## config.mk

```make
export PLATFORM = sky130hd
export DESIGN_NAME = fu_op_issuer
export DESIGN_NICKNAME = d
export VERILOG_FILES = /design/src/rtl/fu_op_issuer.sv
export SDC_FILE = /design/constraint.sdc
export NUM_CORES = 1
export LEC_CHECK = 0
export ABC_AREA = 1
export CAP_MARGIN = 20
export CORE_MARGIN = 2
export CORE_UTILIZATION = 32
export CTS_CLUSTER_SIZE = 20
export DETAILED_ROUTE_END_ITERATION = 16
export GPL_ROUTABILITY_DRIVEN = 0
export PLACE_DENSITY = 0.6
export SETUP_SLACK_MARGIN = 0.4
export SLEW_MARGIN = 20
export SYNTH_ARGS = -nofsm -noshare
export SYNTH_HDL_FRONTEND = slang
export SYNTH_SLANG_ARGS = --single-unit
```

## constraint.sdc

```tcl
create_clock -name clk -period 1.75 [get_ports clk]
set_input_delay 0.35 -clock clk [delete_from_list [all_inputs] [get_ports clk]]
set_output_delay 0.35 -clock clk [all_outputs]
set_load 0.005 [all_outputs]
```

## src/rtl/fu_op_issuer.sv

```systemverilog
// fu_op_issuer
// Sequential front end for the 8-bit functional unit. It accepts an opcode
// and operand-pair command, decodes the opcode into the unit's one-hot
// instruction word and 3-bit select code, and holds both stable for
// SETTLE_CYCLES cycles. It then captures the unit's F output and returns it
// over a valid/ready handshake.
//
// Ports:
//   clk, rst           clock; synchronous active-high reset
//   in_valid/in_ready  command handshake (op, pair)
//   op[2:0]            opcode 0..7: add, add-not, and, or, max, min,
//                      rotr-add, rotl-add
//   pair[1:0]          operand pair 0=(A,B) 1=(A,C) 2=(B,C) 3=(C,A)
//   instruction[7:0]   one-hot opcode to the functional unit
//   select[2:0]        operand select to the functional unit
//   F[7:0]             functional unit output
//   result[7:0]        captured F
//   result_valid/result_ready  result handshake
//   op_count[7:0]      completed operations, modulo 256
//
// state | meaning
// IDLE  | ready for a command; unit inputs driven to zero
// ISSUE | decoded instruction/select held while the unit settles
// RESP  | result presented; waiting for the consumer to accept it

module fu_op_issuer #(
    parameter int unsigned SETTLE_CYCLES = 2
) (
    input  logic       clk,
    input  logic       rst,
    input  logic       in_valid,
    output logic       in_ready,
    input  logic [2:0] op,
    input  logic [1:0] pair,
    output logic [7:0] instruction,
    output logic [2:0] select,
    input  logic [7:0] F,
    output logic [7:0] result,
    output logic       result_valid,
    input  logic       result_ready,
    output logic [7:0] op_count
);

    typedef enum logic [1:0] {
        IDLE  = 2'd0,
        ISSUE = 2'd1,
        RESP  = 2'd2
    } state_t;

    localparam logic [3:0] SETTLE_LOAD = 4'(SETTLE_CYCLES - 1);

    state_t     state_q, state_d;
    logic [2:0] op_q, op_d;
    logic [1:0] pair_q, pair_d;
    logic [3:0] cnt_q, cnt_d;
    logic [7:0] result_q, result_d;
    logic [7:0] count_q, count_d;

    logic [7:0] instr_dec;
    logic [2:0] sel_dec;

    // Decode only from the latched command so late input changes are ignored.
    always_comb begin
        instr_dec = 8'd1 << op_q;
        unique case (pair_q)
            2'd0:    sel_dec = 3'b110;
            2'd1:    sel_dec = 3'b101;
            2'd2:    sel_dec = 3'b011;
            default: sel_dec = 3'b000;
        endcase
    end

    always_ff @(posedge clk) begin
        if (rst) begin
            state_q  <= IDLE;
            op_q     <= 3'd0;
            pair_q   <= 2'd0;
            cnt_q    <= 4'd0;
            result_q <= 8'd0;
            count_q  <= 8'd0;
        end else begin
            state_q  <= state_d;
            op_q     <= op_d;
            pair_q   <= pair_d;
            cnt_q    <= cnt_d;
            result_q <= result_d;
            count_q  <= count_d;
        end
    end

    always_comb begin
        state_d      = state_q;
        op_d         = op_q;
        pair_d       = pair_q;
        cnt_d        = cnt_q;
        result_d     = result_q;
        count_d      = count_q;
        in_ready     = 1'b0;
        instruction  = 8'h00;
        select       = 3'b000;
        result_valid = 1'b0;

        unique case (state_q)
            IDLE: begin
                in_ready = 1'b1;
                if (in_valid) begin
                    op_d    = op;
                    pair_d  = pair;
                    cnt_d   = SETTLE_LOAD;
                    state_d = ISSUE;
                end
            end
            ISSUE: begin
                instruction = instr_dec;
                select      = sel_dec;
                if (cnt_q == 4'd0) begin
                    result_d = F;
                    count_d  = count_q + 8'd1;
                    state_d  = RESP;
                end else begin
                    cnt_d = cnt_q - 4'd1;
                end
            end
            RESP: begin
                result_valid = 1'b1;
                if (result_ready) begin
                    state_d = IDLE;
                end
            end
            default: begin
                state_d = IDLE;
            end
        endcase
    end

    assign result   = result_q;
    assign op_count = count_q;

endmodule

```

### Word level (Yosys, flattened, before mapping)

Cells that the tools add are included.

| storage, ports and cells | value |
|---|---|
| register bits after elaboration | 27 |
| bits of input ports | 17 |
| output and inout port bits | 29 |
| word-level logic and storage cells | 37 |

| operators by class | value |
|---|---|
| $add $sub $neg | 2 |
| equal/unequal tests | 8 |
| shift operators | 1 |
| muxes and demuxes | 12 |
| reduce and logical (&&, ||, !) cells | 8 |

Operators with widths:

| cell | count |
|---|---|
| $pmux W3 S3 | 1 |
| $add A8 B1 Y8 const B | 1 |
| $mux W4 | 2 |
| $mux W8 | 1 |
| $ne A2 B2 Y1 const B | 4 |
| $pmux W4 S2 | 1 |
| $shl A1 B3 Y8 const A | 1 |
| $mux W2 | 3 |
| $pmux W2 S3 | 1 |
| $reduce_and A3 Y1 | 2 |
| $eq A2 B1 Y1 const B | 2 |
| $eq A2 B2 Y1 const B | 2 |
| $logic_not A2 Y1 | 2 |
| $logic_not A4 Y1 | 1 |
| $reduce_and A2 Y1 | 2 |
| $sub A4 B1 Y4 const B | 1 |
| $mux W3 | 1 |
| $mux W1 | 2 |
| $reduce_bool A2 Y1 | 1 |

### Longest topological paths before layout

| logic depth | value |
|---|---|
| depth in word-level cells | 3 |
| mapped depth | 8 |
| gate-level depth less buffers | 8 |

### Worst setup path before layout

No wires, ideal clock.

| path | value |
|---|---|
| path type | register -> output |
| from | reg state_q[1] |
| to | out instruction[0] |
| arrival time | 0.917 ns |
| path slack | 0.483 ns |
| cell stages (with the launch flop) | 5 |
| path buffers | 0 |
| cells stage by stage | dfxtp_1 -> inv_1 -> nand2_2 -> or2_2 -> nor2_1 |

| on the way | value |
|---|---|
| word-level cells in the longest chain between the ends | 2 |

Ends and longest elaborated chain:

| element | line | source |
|---|---|---|
| start: declaration | 52 | `state_t state_q, state_d;` |
| start signal: assignment | 82 | `state_q <= state_d;` |
| $eq A2 B1 Y1 | 103 | `unique case (state_q)` |
| $mux W8 | 103 |  |
| end: declaration | 35 | `output logic [7:0] instruction,` |

Every way passes these cells.

### Worst setup path in the final report

| path | value |
|---|---|
| from | reg state_q[0] |
| to | out instruction[3] |

The elaborated chain is that of the path after synthesis.

==> reports/metrics.csv <==
metric,value,unit
status,completed,
"Max FO, Critical Path",4,
unrepaired setup endpoints after global routing,yes,
Total Power,0.00168,W
CP max-delay cell,dfxtp_4,
fin. max-slew vios,0,
Seq cells post-synth,27,
worst stage delay on the critical path,0.38,ns
row count,23,
Syn-to-layout area delta,68.4,%
Diodes inserted,0,
Ys Warns,0,
Die H,68.2,um
Root Buffer,clkbuf_8,
CP Cell Sequence,nand2_2 -> or2_4 -> nor2_1 -> buf_2,
largest net degree at the start of global routing,17,
Nets,275,
CP arrival,1.17,ns
IO buf count,45,
Syn Area/Cell,7.28,um2
first-pass GRT wire length,5330,um
Slew Limit Headroom,81.3,%
Gate Count Post-Synth,181,
synthesized cell area,1320,um2
post-layout min period,1.52,ns
Chip Width,68.2,um
clk_lat worst skew,0.28,ns
TritonCTS clock tree,done,
Routed met3 length,188,um
Sink Count,27,
remaining antenna violation count,0,
FMAX,658,MHz
CP Class,flip-flop to primary output,
final hold violations,0,
LEAKAGE,0.993,nW
Worst VDD drop,286,uV
vias in the first global route,1162,
die area,4650,um2
total core area,3970,um2
period utilisation layout,86.8,%
Setup TNS Final,0,ns
initial antenna violation count,0,
Tightest Pin Transition,0.278,ns
Pre-antenna DRT Iters,4,
Total GRT Usage,14.9,%
crit start category,flip-flop,
Initial Utilization,33.2,%
worst endpoint required time,1.40,ns
layout cells sized above 1,42.4,%
IO Count,46,
Worst Setup End Kind,primary output,
count of different cell masters after synthesis,24,
met1 wire length,1440,um
via count,1342,
Post-DP HPWL,2260,um
final setup fails,0,
total gr overflow,0,
Worst-path clk slew,0.10,ns
DRT iter0 DRCs,51,
uppermost routed layer,met4,
drt wl/cell,11.8,um
Syn Nets,205,
# DRC,0,
H-tree depth,1,
drt total wl,3540,um
Max Cap Viol,0,
power per cell area,758,nW/um2
cts bufs inserted,3,
Hold WC Path Type,flip-flop to flip-flop,
wire length on met2,1890,um
detailed-route vias per instance,4.47,
Clock Tree Buf Depth,2,
clk_skew,0.00907,ns
# hold bufs at CTS,0,
sequential area share after synthesis,41.0,%
layout by cell type (no fill, tap or decap), types with 2 or more instances in the layout:
cell type / n
inv_1: 13
nand2_4: 4
xor2_1: 2
inv_4: 2
dlygate4sd2_1: 16
a21oi_2: 3
nand2_2: 2
dfxtp_2: 14
ha_1: 2
dfxtp_4: 4
buf_2: 12
nor2_1: 40
nor2_2: 9
nor2_4: 5
nand3_1: 5
o21ai_2: 8
buf_4: 15
buf_6: 7
ha_4: 5
dfxtp_1: 9
clkdlybuf4s50_1: 16
inv_2: 4
o21ai_1: 2
o21ai_0: 6
clkbuf_8: 3
nand2_1: 22
a21oi_1: 9
kinds of logic after synthesis:
kind of cell               share of synthesized area (%)
AOI/OAI and AO/OA                                   12.6
adders and majority gates                           6.65
xor gates and xnor gates                            1.33
and+or+nand+nor                                     30.0
buffers and inverters                               8.36
DFF                                                 41.0
path summary, 6_finish.rpt:
path	startpoint	endpoint	slack, ns	cells past startpoint
hold / removal	op_count[4]	op_count[4]	0.48	2
setup reg to reg	state_q[1]	result[3]	0.33	8
hold reg to reg	op_count[4]	op_count[4]	0.48	2
setup / recovery	state_q[0]	instruction[3]	0.23	4
metal layers:
| metal | global-route usage, % | vias to the layer above |
|---|---|---|
| met4 | 3.00 | 0 |
| met3 | 2.30 | 4 |
| li1 | - | 707 |
| met5 | 0 | - |
| met2 | 26.3 | 30 |
| met1 | 19.2 | 601 |
cell usage after synthesis:
cell type,count,area [um2]
nor2_1,51,191
buf_6,2,22.5
a21oi_2,1,8.76
dfxtp_1,27,541
nand3_1,6,30.0
nand2_1,25,93.8
inv_1,18,67.6
nand3_2,1,10.0
inv_2,1,3.75
nor2_4,2,22.5
buf_4,1,7.51
nand2_2,3,18.8
a21oi_1,11,55.1
o21ai_2,6,52.6
buf_1,1,3.75
o21ai_0,8,40.0
nor3_1,2,10.0
o21ai_1,2,10.0
buf_2,1,5.00
nand4_1,1,6.26
nor2_2,1,6.26
xor2_1,2,17.5
or2_2,1,6.26
ha_1,7,87.6
area by class of cell:
class / instances / area (um2)
multi-input cells: 130 / 835
repair buffers: 70 / 623
inverters: 19 / 76.3
clock buffers: 3 / 41.3
clock inverters: 1 / 7.51
flip-flops and latches: 27 / 573
fillers: 400 / 1750
well taps: 50 / 62.6
power breakdown:
part | internal, W | total, W | switching [W]
registers | 0.000679 | 0.000723 | 0.0000443
logic | 0.000297 | 0.000590 | 0.000292
clock network | 0.000162 | 0.000368 | 0.000206
total | 0.00114 | 0.00168 | 0.000543
stage by stage:
step	hold slack (ns)	cell area, um2	std cells	util [%]	setup slack (ns)
after global routing	0.497	2220	300	55.9	0.180
final	0.476	2220	300	55.9	0.230
after detailed placement	0.473	1850	277	46.6	0.0378
after CTS	0.481	2030	295	51.0	0.228
after global placement	0.465	1850	277	46.6	0.0695
after floorplan	0.419	1320	181	-	0.483
registers in the layout, summed over array words and instances, names as in the netlist:
register	count
op_count	8
result	8
cnt_q	4
op_q	3
pair_q	2
state_q	2
timing repair:
action,CTS,global route
pin swaps,16,18
resized for setup,106,39
gates cloned,0,1
setup endpoints to repair,44,32
buffers inserted,14,4
worst max-delay path: cells and delay by family, from the launching register on:
family | cells | cell delay (ns)
simple gates | 3 | 0.41
flops | 1 | 0.38
buf+inv | 1 | 0.12
No activity file was read; power rests on OpenSTA's default activity.
